==> src/rtl/mpu_load_sender_pkg.sv <==
// rtl/mpu_load_sender_pkg.sv - shared constants and state type for the MPU load sender
package mpu_load_sender_pkg;

  localparam int MPU_MAX_M = 4;
  localparam int MPU_MAX_N = 4;
  localparam int MPU_FP_W  = 32;

  // Header word field offsets: m in [15:8], n in [7:0]
  localparam int HDR_M_LSB = 8;
  localparam int HDR_N_LSB = 0;

  typedef enum logic [1:0] {
    IDLE,
    HEADER,
    SEND,
    DONE
  } mpu_tx_state_t;

endpackage

==> src/rtl/mpu_elem_buffer.sv <==
// rtl/mpu_elem_buffer.sv - element register file, one write port, combinational read port
module mpu_elem_buffer #(
  parameter int DATA_W = 32,
  parameter int DEPTH  = 16,
  localparam int ADDR_W = $clog2(DEPTH)
) (
  input  logic              clk,
  input  logic              wr_en,
  input  logic [ADDR_W-1:0] wr_addr,
  input  logic [DATA_W-1:0] wr_data,
  input  logic [ADDR_W-1:0] rd_addr,
  output logic [DATA_W-1:0] rd_data
);

  // Contents are deliberately not reset; the host reloads them before use
  logic [DATA_W-1:0] mem [DEPTH];

  always_ff @(posedge clk) begin
    if (wr_en) begin
      mem[wr_addr] <= wr_data;
    end
  end

  assign rd_data = mem[rd_addr];

endmodule

==> src/rtl/mpu_load_sender.sv <==
// rtl/mpu_load_sender.sv - buffers one matrix and streams header + row-major elements to the loader
module mpu_load_sender
  import mpu_load_sender_pkg::*;
#(
  parameter int DATA_W = MPU_FP_W,
  parameter int MAX_M  = MPU_MAX_M,
  parameter int MAX_N  = MPU_MAX_N,
  localparam int DEPTH  = MAX_M * MAX_N,
  localparam int ADDR_W = $clog2(DEPTH),
  localparam int M_W    = $clog2(MAX_M + 1),
  localparam int N_W    = $clog2(MAX_N + 1)
) (
  input  logic              clk,
  input  logic              reset_n,
  input  logic              buf_wr_en,
  input  logic [ADDR_W-1:0] buf_wr_addr,
  input  logic [DATA_W-1:0] buf_wr_data,
  input  logic              start,
  input  logic [M_W-1:0]    m_in,
  input  logic [N_W-1:0]    n_in,
  output logic              busy,
  output logic              done,
  output logic              error,
  output logic              tx_valid,
  output logic              tx_hdr,
  output logic              tx_last,
  output logic [DATA_W-1:0] tx_data,
  input  logic              tx_ready
);

  mpu_tx_state_t state_q, state_d;
  logic [M_W-1:0] m_q, m_d, row_q, row_d, nxt_row;
  logic [N_W-1:0] n_q, n_d, col_q, col_d, nxt_col;
  logic           nxt_last, dims_ok;
  logic           valid_d, hdr_d, last_d, err_d, busy_d, done_d;
  logic [DATA_W-1:0] data_d, rd_data;
  logic [ADDR_W-1:0] rd_addr;

  // Writes only in IDLE so the matrix being streamed cannot change under the loader
  mpu_elem_buffer #(.DATA_W(DATA_W), .DEPTH(DEPTH)) u_buf (
    .clk     (clk),
    .wr_en   (buf_wr_en && (state_q == IDLE)),
    .wr_addr (buf_wr_addr),
    .wr_data (buf_wr_data),
    .rd_addr (rd_addr),
    .rd_data (rd_data)
  );

  assign dims_ok = (m_in != '0) && (m_in <= M_W'(MAX_M)) &&
                   (n_in != '0) && (n_in <= N_W'(MAX_N));

  // Position of the beat that follows the current one; HEADER is followed by (0,0)
  always_comb begin
    nxt_row = '0;
    nxt_col = '0;
    if (state_q == SEND) begin
      if (col_q == n_q - 1'b1) begin
        nxt_row = row_q + 1'b1;
      end else begin
        nxt_row = row_q;
        nxt_col = col_q + 1'b1;
      end
    end
    nxt_last = (nxt_row == m_q - 1'b1) && (nxt_col == n_q - 1'b1);
    rd_addr  = ADDR_W'(int'(nxt_row) * MAX_N + int'(nxt_col));
  end

  always_comb begin
    state_d = state_q;
    m_d     = m_q;
    n_d     = n_q;
    row_d   = row_q;
    col_d   = col_q;
    valid_d = tx_valid;
    hdr_d   = tx_hdr;
    last_d  = tx_last;
    data_d  = tx_data;
    err_d   = 1'b0;
    case (state_q)
      IDLE: begin
        if (start) begin
          if (dims_ok) begin
            state_d = HEADER;
            m_d     = m_in;
            n_d     = n_in;
            valid_d = 1'b1;
            hdr_d   = 1'b1;
            last_d  = 1'b0;
            data_d  = '0;
            data_d[HDR_M_LSB +: M_W] = m_in;
            data_d[HDR_N_LSB +: N_W] = n_in;
          end else begin
            err_d = 1'b1;
          end
        end
      end
      HEADER, SEND: begin
        if (tx_ready) begin
          if ((state_q == SEND) && tx_last) begin
            state_d = DONE;
            valid_d = 1'b0;
            last_d  = 1'b0;
            data_d  = '0;
          end else begin
            state_d = SEND;
            row_d   = nxt_row;
            col_d   = nxt_col;
            hdr_d   = 1'b0;
            last_d  = nxt_last;
            data_d  = rd_data;
          end
        end
      end
      DONE: begin
        state_d = IDLE;
        row_d   = '0;
        col_d   = '0;
      end
      default: state_d = IDLE;
    endcase
    busy_d = (state_d != IDLE);
    done_d = (state_d == DONE);
  end

  always_ff @(posedge clk or negedge reset_n) begin
    if (!reset_n) begin
      state_q  <= IDLE;
      m_q      <= '0;
      n_q      <= '0;
      row_q    <= '0;
      col_q    <= '0;
      busy     <= 1'b0;
      done     <= 1'b0;
      error    <= 1'b0;
      tx_valid <= 1'b0;
      tx_hdr   <= 1'b0;
      tx_last  <= 1'b0;
      tx_data  <= '0;
    end else begin
      state_q  <= state_d;
      m_q      <= m_d;
      n_q      <= n_d;
      row_q    <= row_d;
      col_q    <= col_d;
      busy     <= busy_d;
      done     <= done_d;
      error    <= err_d;
      tx_valid <= valid_d;
      tx_hdr   <= hdr_d;
      tx_last  <= last_d;
      tx_data  <= data_d;
    end
  end

endmodule

==> config.mk <==
export PLATFORM = sky130hd
export DESIGN_NAME = mpu_load_sender
export DESIGN_NICKNAME = d
export VERILOG_FILES = /design/src/rtl/mpu_load_sender_pkg.sv /design/src/rtl/mpu_elem_buffer.sv /design/src/rtl/mpu_load_sender.sv
export SDC_FILE = /design/constraint.sdc
export NUM_CORES = 1
export LEC_CHECK = 0
export ABC_AREA = 0
export BUFFER_PORTS_ARGS = -buffer_cell sky130_fd_sc_hd__buf_2
export CAP_MARGIN = 30
export CORE_MARGIN = 10
export CORE_UTILIZATION = 50
export CTS_BUF_LIST = sky130_fd_sc_hd__clkbuf_4
export DETAILED_ROUTE_END_ITERATION = 16
export GPL_TIMING_DRIVEN = 0
export PLACE_DENSITY = 0.68
export SYNTH_ARGS = -nofsm -noshare
export SYNTH_HDL_FRONTEND = slang
export SYNTH_SLANG_ARGS = --single-unit
==> constraint.sdc <==
create_clock -name clk -period 5.65 [get_ports clk]
set_clock_uncertainty 0.05 [all_clocks]
set_input_delay 0.565 -clock clk [delete_from_list [all_inputs] [get_ports clk]]
set_output_delay 0.565 -clock clk [all_outputs]
set_load 0.01 [all_outputs]
==> flow_metrics.py, run 1 <==
metrics = {
    "detailed_routing": {
        "final_antenna_net_count": 0,
        "wire_per_inst_um": 23.42,
        "drc_errors": 0,
        "routed_wl_um": 61490,
        "drt-pass1-iter-count": 5,
        "viasPerCell": 5.822,
        "routed-via-count": 15280,
        "drtIter0Drc": 1538,
    },
    "clocking": {
        "clk-insertion-delay-late_ns": 0.95,
        "cts_sinks": 564,
        "root_buffer": "clkbuf_4",
        "numCtsBuffers": 144,
        "cts_resized": 0,
        "cts_setup_buffers": 0,
        "cts_tree": "built",
        "clk_pin_slew_worst_paths_ns": 0.07,
        "cts_buffer_depth": 3,
        "cts_htree_levels": 4,
    },
    "global_routing": {
        "antenna_found_initial": 2,
        "track_usage_pct": 22.84,
        "grt-ovfl-total": 0,
        "grt_pass1_vias": 15350,
        "grt_pass1_wl_um": 91720,
        "grt_max_degree": 53,
    },
    "critical_path": {
        "critPathMaxFanout": 10,
        "critPathLaunchType": "flip-flop",
        "cp.buffers_inverters": 4,
        "critPathKind": "flip-flop to flip-flop",
        "rr_worst_depth": 14,
        "cp_cell_sequence": "inv_1, ha_1, xor2_2, nand3_1, xnor2_1, and2_1, ha_1, clkbuf_1, nor2b_1, clkbuf_1, clkbuf_1, a32oi_1, o221ai_1, o221ai_1",
        "crit_required_ns": 6.36,
        "critical_path_arrival_ns": 5.79,
        "worst-path-stages": 14,
        "cp_common_cell": "clkbuf_1",
        "critPathCaptureType": "flip-flop",
        "slowest_stage": "clkbuf_1",
        "reg2reg_slack_ns": 0.58,
        "path_delay_family": "buffers and inverters",
        "max_stage_delay_ns": 0.88,
    },
    "power_and_ir_drop": {
        "peakVddDrop_uv": 221.3,
        "total_power_w": 0.01222,
        "power.density_nw_per_um2": 459.8,
        "p_leak_nw": 9.468,
    },
    "synthesis": {
        "netlist_area_um2": 22560,
        "async_reset_ff_share_pct": 9.220,
        "synth_top_cell_by_area": "edfxtp_1",
        "synth_nets": 1675,
        "synth_edf_count": 512,
        "syn_inst": 1620,
        "synth.distinct_cells": 57,
        "netlist.area_leader.share_pct": 68.14,
        "ys.flop_type": "edfxtp_1",
        "avgSynthCellArea_um2": 13.93,
        "yosys-top-cells-area": "edfxtp_1, nand2_1, dfrtp_1",
        "yosysWarnings": 0,
        "synth-seq-cells": 564,
        "ys_seq_area_share_pct": 73.91,
    },
    "min_path": {
        "hp-class": "primary input to flip-flop",
        "worstHoldPathCells": 2,
    },
    "sta": {
        "hold_viol_final": 0,
        "slew_headroom_pct": 26.89,
        "setup_viol": 0,
        "report.final.slew_viol_count": 0,
        "worst_pin_slew_ns": 1.097,
        "fmax_mhz": 197.1,
        "holdWs_ns": 0.08454,
        "grt_setup_unrepaired": "no",
        "finalCritPeriodShare_pct": 89.81,
        "min_period_ns": 5.074,
        "layout_setup_ws_ns": 0.5759,
    },
    "layout": {
        "fin_nets": 1973,
        "fin_area_um2": 26580,
        "fillCellCount": 3437,
        "drive_gt1_share_pct": 22.40,
        "multi_input_area_um2": 5424,
        "syn2layout_area_growth_pct": 17.82,
        "utilization_pct": 59.86,
        "regArea_um2": 16680,
    },
    "placed_design": {
        "place_congestion": 0.8062,
        "dp_hpwl_um": 40010,
        "dpl_cell_area_um2": 24260,
        "preCtsSetupSlack_ns": 0.9488,
        "port_buffers": 84,
    },
    "floorplan": {
        "num_io_pins": 85,
        "start_util_pct": 50.80,
        "die_area_um2": 54020,
        "fp.dieH_um": 232.4,
        "core_um2": 44410,
        "die_w_um": 232.4,
        "row_count": 77,
    },
    "flow_run": {
        "drv_cap": 0,
    },
    "run_status": {
        "run_status": "complete, no violations",
    },
}
==> placed cells by master (no fill, tap or decap), types with 14 or more instances in the layout <==
cell type,Yosys,final
buf_2,60,143
mux2i_1,41,41
buf_6,4,14
o221ai_1,52,52
nand2_1,366,366
dlygate4sd3_1,0,42
nand3_1,96,96
clkbuf_4,0,229
dfrtp_1,52,52
nor2_1,101,89
edfxtp_1,512,512
nand4_1,18,18
o21ai_0,16,16
clkinv_1,0,14
a311oi_1,31,31
a32oi_1,26,26
a31oi_1,31,31
nor2b_1,33,33
a211oi_1,32,32
o2111ai_1,15,15
clkbuf_1,29,29
==> report_power, final <==
group / internal, W / switching (W)
clock: 0.00192 / 0.00162
combinational: 0.00117 / 0.00258
sequential: 0.00479 / 0.000139
total: 0.00789 / 0.00434
==> layout make-up <==
class,count,share of cell area (%)
clock inverter,26,0.6213
timing repair buffer,152,4.782
sequential,564,62.73
tap,592,2.786
buffer,105,1.986
multi-input combinational,939,20.40
antenna,6,0.05648
inverter,12,0.1694
clock buffer,229,6.467
==> Yosys cell counts, types with 8 or more instances <==
cell / n
nor2_1: 101
buf_2: 60
xnor2_1: 10
a311oi_1: 31
nand3_1: 96
a32oi_1: 26
mux2i_1: 41
nand4_1: 18
inv_1: 12
edfxtp_1: 512
ha_1: 8
clkbuf_1: 29
dfrtp_1: 52
a31oi_1: 31
o221ai_1: 52
a211oi_1: 32
o2111ai_1: 15
o21ai_0: 16
nor2b_1: 33
nand2_1: 366
==> metrics by stage <==
stage / setup TNS, ns / cells
after floorplan: 0 / 1620
after global placement: -111.84 / 2296
after detailed placement: 0 / 2322
after CTS: 0 / 2619
after global routing: 0 / 2620
final: 0 / 2625
==> worst paths after layout <==
kind / from / end
worst max-delay path: n_q[0] / tx_data[7]
min in group asynchronous: reset_n / n_q[1]
worst min register to register: tx_data[20] / tx_data[20]
max in group asynchronous: reset_n / tx_data[7]
worst max register to register: n_q[0] / tx_data[7]
worst min-delay path: buf_wr_addr[1] / u_buf.mem[8][10]
==> flip-flops by register name, indices dropped and copies added, names as in the netlist <==
register   cells
tx_hdr         1
tx_valid       1
row_q          3
u_buf.mem    512
m_q            3
n_q            3
busy           1
tx_data       32
done           1
col_q          3
error          1
tx_last        1
state_q        2
==> routing by layer <==
layer  vias up  global-route usage (%)  part of all wire (%)
li1       6809                       -                     -
met1      7510                   28.35                    39
met2       815                   36.06                    48
met3       144                   6.741                    10
met4         4                   11.07                   3.5
met5         -                   1.194                  0.16
==> cell families after synthesis <==
logic type               synth area share, %
buffers and inverters                  2.540
flip-flops                             73.91
XOR/XNOR                              0.9483
AO/OA/AOI/OAI                          8.229
multiplexers                           1.969
adder cells (fa/ha/maj)               0.4436
AND/OR/NAND/NOR                        11.96
==> timing repair <==
item / in CTS / in global routing
endpoints found under the setup margin: 0 / 0
endpoints found under the hold margin: 575 / 0
hold buffers: 42 / 0
==> worst reg2reg max path: stages (launching register included) <==
cell and delay (ns):
dfrtp_1 0.42, inv_1 0.11, ha_1 0.40, xor2_2 0.33, nand3_1 0.27, xnor2_1 0.26, and2_1 0.20, ha_1 0.27
clkbuf_1 0.41, nor2b_1 0.21, clkbuf_1 0.53, clkbuf_1 0.88, a32oi_1 0.28, o221ai_1 0.16, o221ai_1 0.14
No activity file was read; power rests on OpenSTA's default activity.
==> inputs of run 2 (changes only) <==
CORE_ASPECT_RATIO = 2   (was unset)
==> run 2 against run 1 <==
Core utilization fell by 1.7 points. Cell count fell by 3.0%. First-iteration DRC count fell by 2.5%. Worst hold slack got worse by 0.040 ns.
==> flow_metrics.py, run 2 (synthesis results as in run 1) <==
metrics = {
    "layout": {
        "syn2layout_area_growth_pct": 15.71,
        "fin_nets": 1936,
        "final_cell_mix": "edfxtp_1, nand2_1, clkbuf_4",
        "drive_gt1_share_pct": 20.39,
        "top_register": "u_buf.mem",
        "largest_register_ffs": 512,
        "largest_registers": "u_buf.mem x512, tx_data x32",
        "fin_area_um2": 26110,
        "mostFrequentLayoutCell": "edfxtp_1",
        "fillCellCount": 3590,
    },
    "floorplan": {
        "num_io_pins": 85,
        "start_util_pct": 50.29,
        "die_w_um": 170.2,
        "fp.dieH_um": 320.4,
        "core_um2": 44870,
        "row_count": 110,
        "die_area_um2": 54540,
    },
    "detailed_routing": {
        "drtIter0Drc": 1500,
        "final_antenna_net_count": 0,
        "drc_errors": 0,
        "viasPerCell": 6.035,
        "routed_wl_um": 66360,
        "wire_per_inst_um": 26.05,
        "drt-pass1-iter-count": 7,
        "routed-via-count": 15370,
    },
    "sta": {
        "holdWs_ns": 0.04442,
        "report.final.slew_viol_count": 0,
        "setup_viol": 0,
        "finalCritPeriodShare_pct": 85.76,
        "slew_headroom_pct": 36.95,
        "grt_setup_unrepaired": "no",
        "worst_pin_slew_ns": 0.9458,
        "hold_viol_final": 0,
        "finalSetupTns_ns": 0,
        "min_period_ns": 4.845,
        "fmax_mhz": 206.4,
        "layout_setup_ws_ns": 0.8045,
    },
    "critical_path": {
        "cp_cell_sequence": "inv_1, ha_1, xor2_2, nand3_1, xnor2_1, and2_1, ha_1, clkbuf_1, nor2b_1, clkbuf_1, clkbuf_1, a32oi_1, o221ai_1, o221ai_1",
        "critPathLaunchType": "flip-flop",
        "crit_end": "tx_data[16]",
        "max_stage_delay_ns": 0.74,
        "critical_path_arrival_ns": 5.47,
        "critPathKind": "flip-flop to flip-flop",
        "rr_worst_depth": 14,
        "r2r_start": "n_q[0]",
        "cp_common_cell": "clkbuf_1",
        "reg2reg_slack_ns": 0.80,
        "reg2reg_to": "tx_data[16]",
        "slowest_stage": "clkbuf_1",
        "crit_required_ns": 6.27,
        "critPathMaxFanout": 10,
        "cp-startpoint": "n_q[0]",
        "critPathCaptureType": "flip-flop",
    },
    "power_and_ir_drop": {
        "p_leak_nw": 9.229,
        "total_power_w": 0.01189,
        "power.density_nw_per_um2": 455.5,
        "peakVddDrop_uv": 256.7,
    },
    "clocking": {
        "cts_htree_levels": 3,
        "cts_buffer_depth": 3,
        "clk-insertion-delay-late_ns": 0.90,
        "numCtsBuffers": 117,
        "root_buffer": "clkbuf_4",
        "clk_pin_slew_worst_paths_ns": 0.08,
        "cts_sinks": 564,
        "cts_tree": "built",
    },
    "global_routing": {
        "antenna_found_initial": 1,
        "grt-ovfl-total": 0,
        "grt_pass1_vias": 16020,
        "grt_max_degree": 53,
        "grt_pass1_wl_um": 97520,
        "track_usage_pct": 24.33,
    },
    "run_status": {
        "run_status": "complete, no violations",
    },
    "placed_design": {
        "port_buffers": 84,
        "preCtsSetupSlack_ns": 1.046,
        "dpl_cell_area_um2": 24200,
        "dp_hpwl_um": 45040,
        "place_congestion": 0.8648,
    },
    "min_path": {
        "hp-class": "primary input to flip-flop",
    },
    "flow_run": {
        "drv_cap": 0,
    },
}
==> run 2: cell count changes in the layout (fill, tap and decap cells not counted), sizes merged <==
cell	previous run	this run
clkbuf	260	207
clkinv	14	43
dlygate4sd3	42	33
diode	6	1
inv	18	14
clkinvlp	4	1
buf	184	183
==> run 2: report_power, final <==
| group | total (W) | switching [W] | internal, W |
|---|---|---|---|
| combinational | 0.00387 | 0.00270 | 0.00117 |
| sequential | 0.00495 | 0.000159 | 0.00479 |
| clock | 0.00308 | 0.00155 | 0.00153 |
==> run 2: metrics by stage <==
stage                     util, %  cells
final                       58.19   2547
after global routing        58.19   2547
after CTS                   58.18   2546
after detailed placement    53.94   2289
after global placement      52.79   2264
after floorplan                 -   1620
==> run 2: cell type report <==
class / instances / area (um2) / share of cell area [%]
Buffer: 105 / 528.0 / 2.022
Sequential cell: 564 / 16680 / 63.87
Clock buffer: 176 / 1321 / 5.061
Antenna cell: 1 / 2.502 / 0.009585
Timing Repair Buffer: 142 / 1159 / 4.438
Tap cell: 560 / 700.7 / 2.684
Inverter: 12 / 45.04 / 0.1725
Multi-Input combinational cell: 939 / 5424 / 20.78
Clock inverter: 48 / 251.5 / 0.9633
==> run 2: how the worst min path moves through the flow <==
stage,start,end,slack [ns],cells after the start
final,buf_wr_data[8],u_buf.mem[7][8],0.04,1
after global routing,buf_wr_data[8],u_buf.mem[13][8],0.01,1
after CTS,buf_wr_data[9],u_buf.mem[2][9],0.00009,1
after detailed placement,tx_data[4],tx_data[4],0.43,2
after global placement,tx_data[30],tx_data[30],0.42,2
after floorplan,reset_n,busy,0.22,0
==> run 2: metal layers <==
layer  GRT usage (%)  routed length (um)  vias to the layer above  share of wire (%)
met5               0                   0                        -                  0
met4           18.42                4802                        0                7.2
met3           4.455                4171                      244                6.3
met2           44.29               36210                      760                 55
met1           23.60               21170                     7628                 32
li1                -                   -                     6739                  -
==> run 2: critical path, delay by kind of cell (launching register included) <==
family | cells | cell delay (ns)
XOR/XNOR | 2 | 0.60
flip-flops | 1 | 0.46
AO/OA/AOI/OAI | 3 | 0.54
buffers and inverters | 4 | 1.59
adder cells (fa/ha/maj) | 2 | 0.72
AND/OR/NAND/NOR | 3 | 0.66
==> run 2: repair_timing <==
item | in CTS | in global routing
hold buffers | 33 | 0
endpoints found under the setup margin | 0 | 0
setup buffers | 0 | 0
endpoints found under the hold margin | 280 | 0
gates resized for setup | 0 | 0
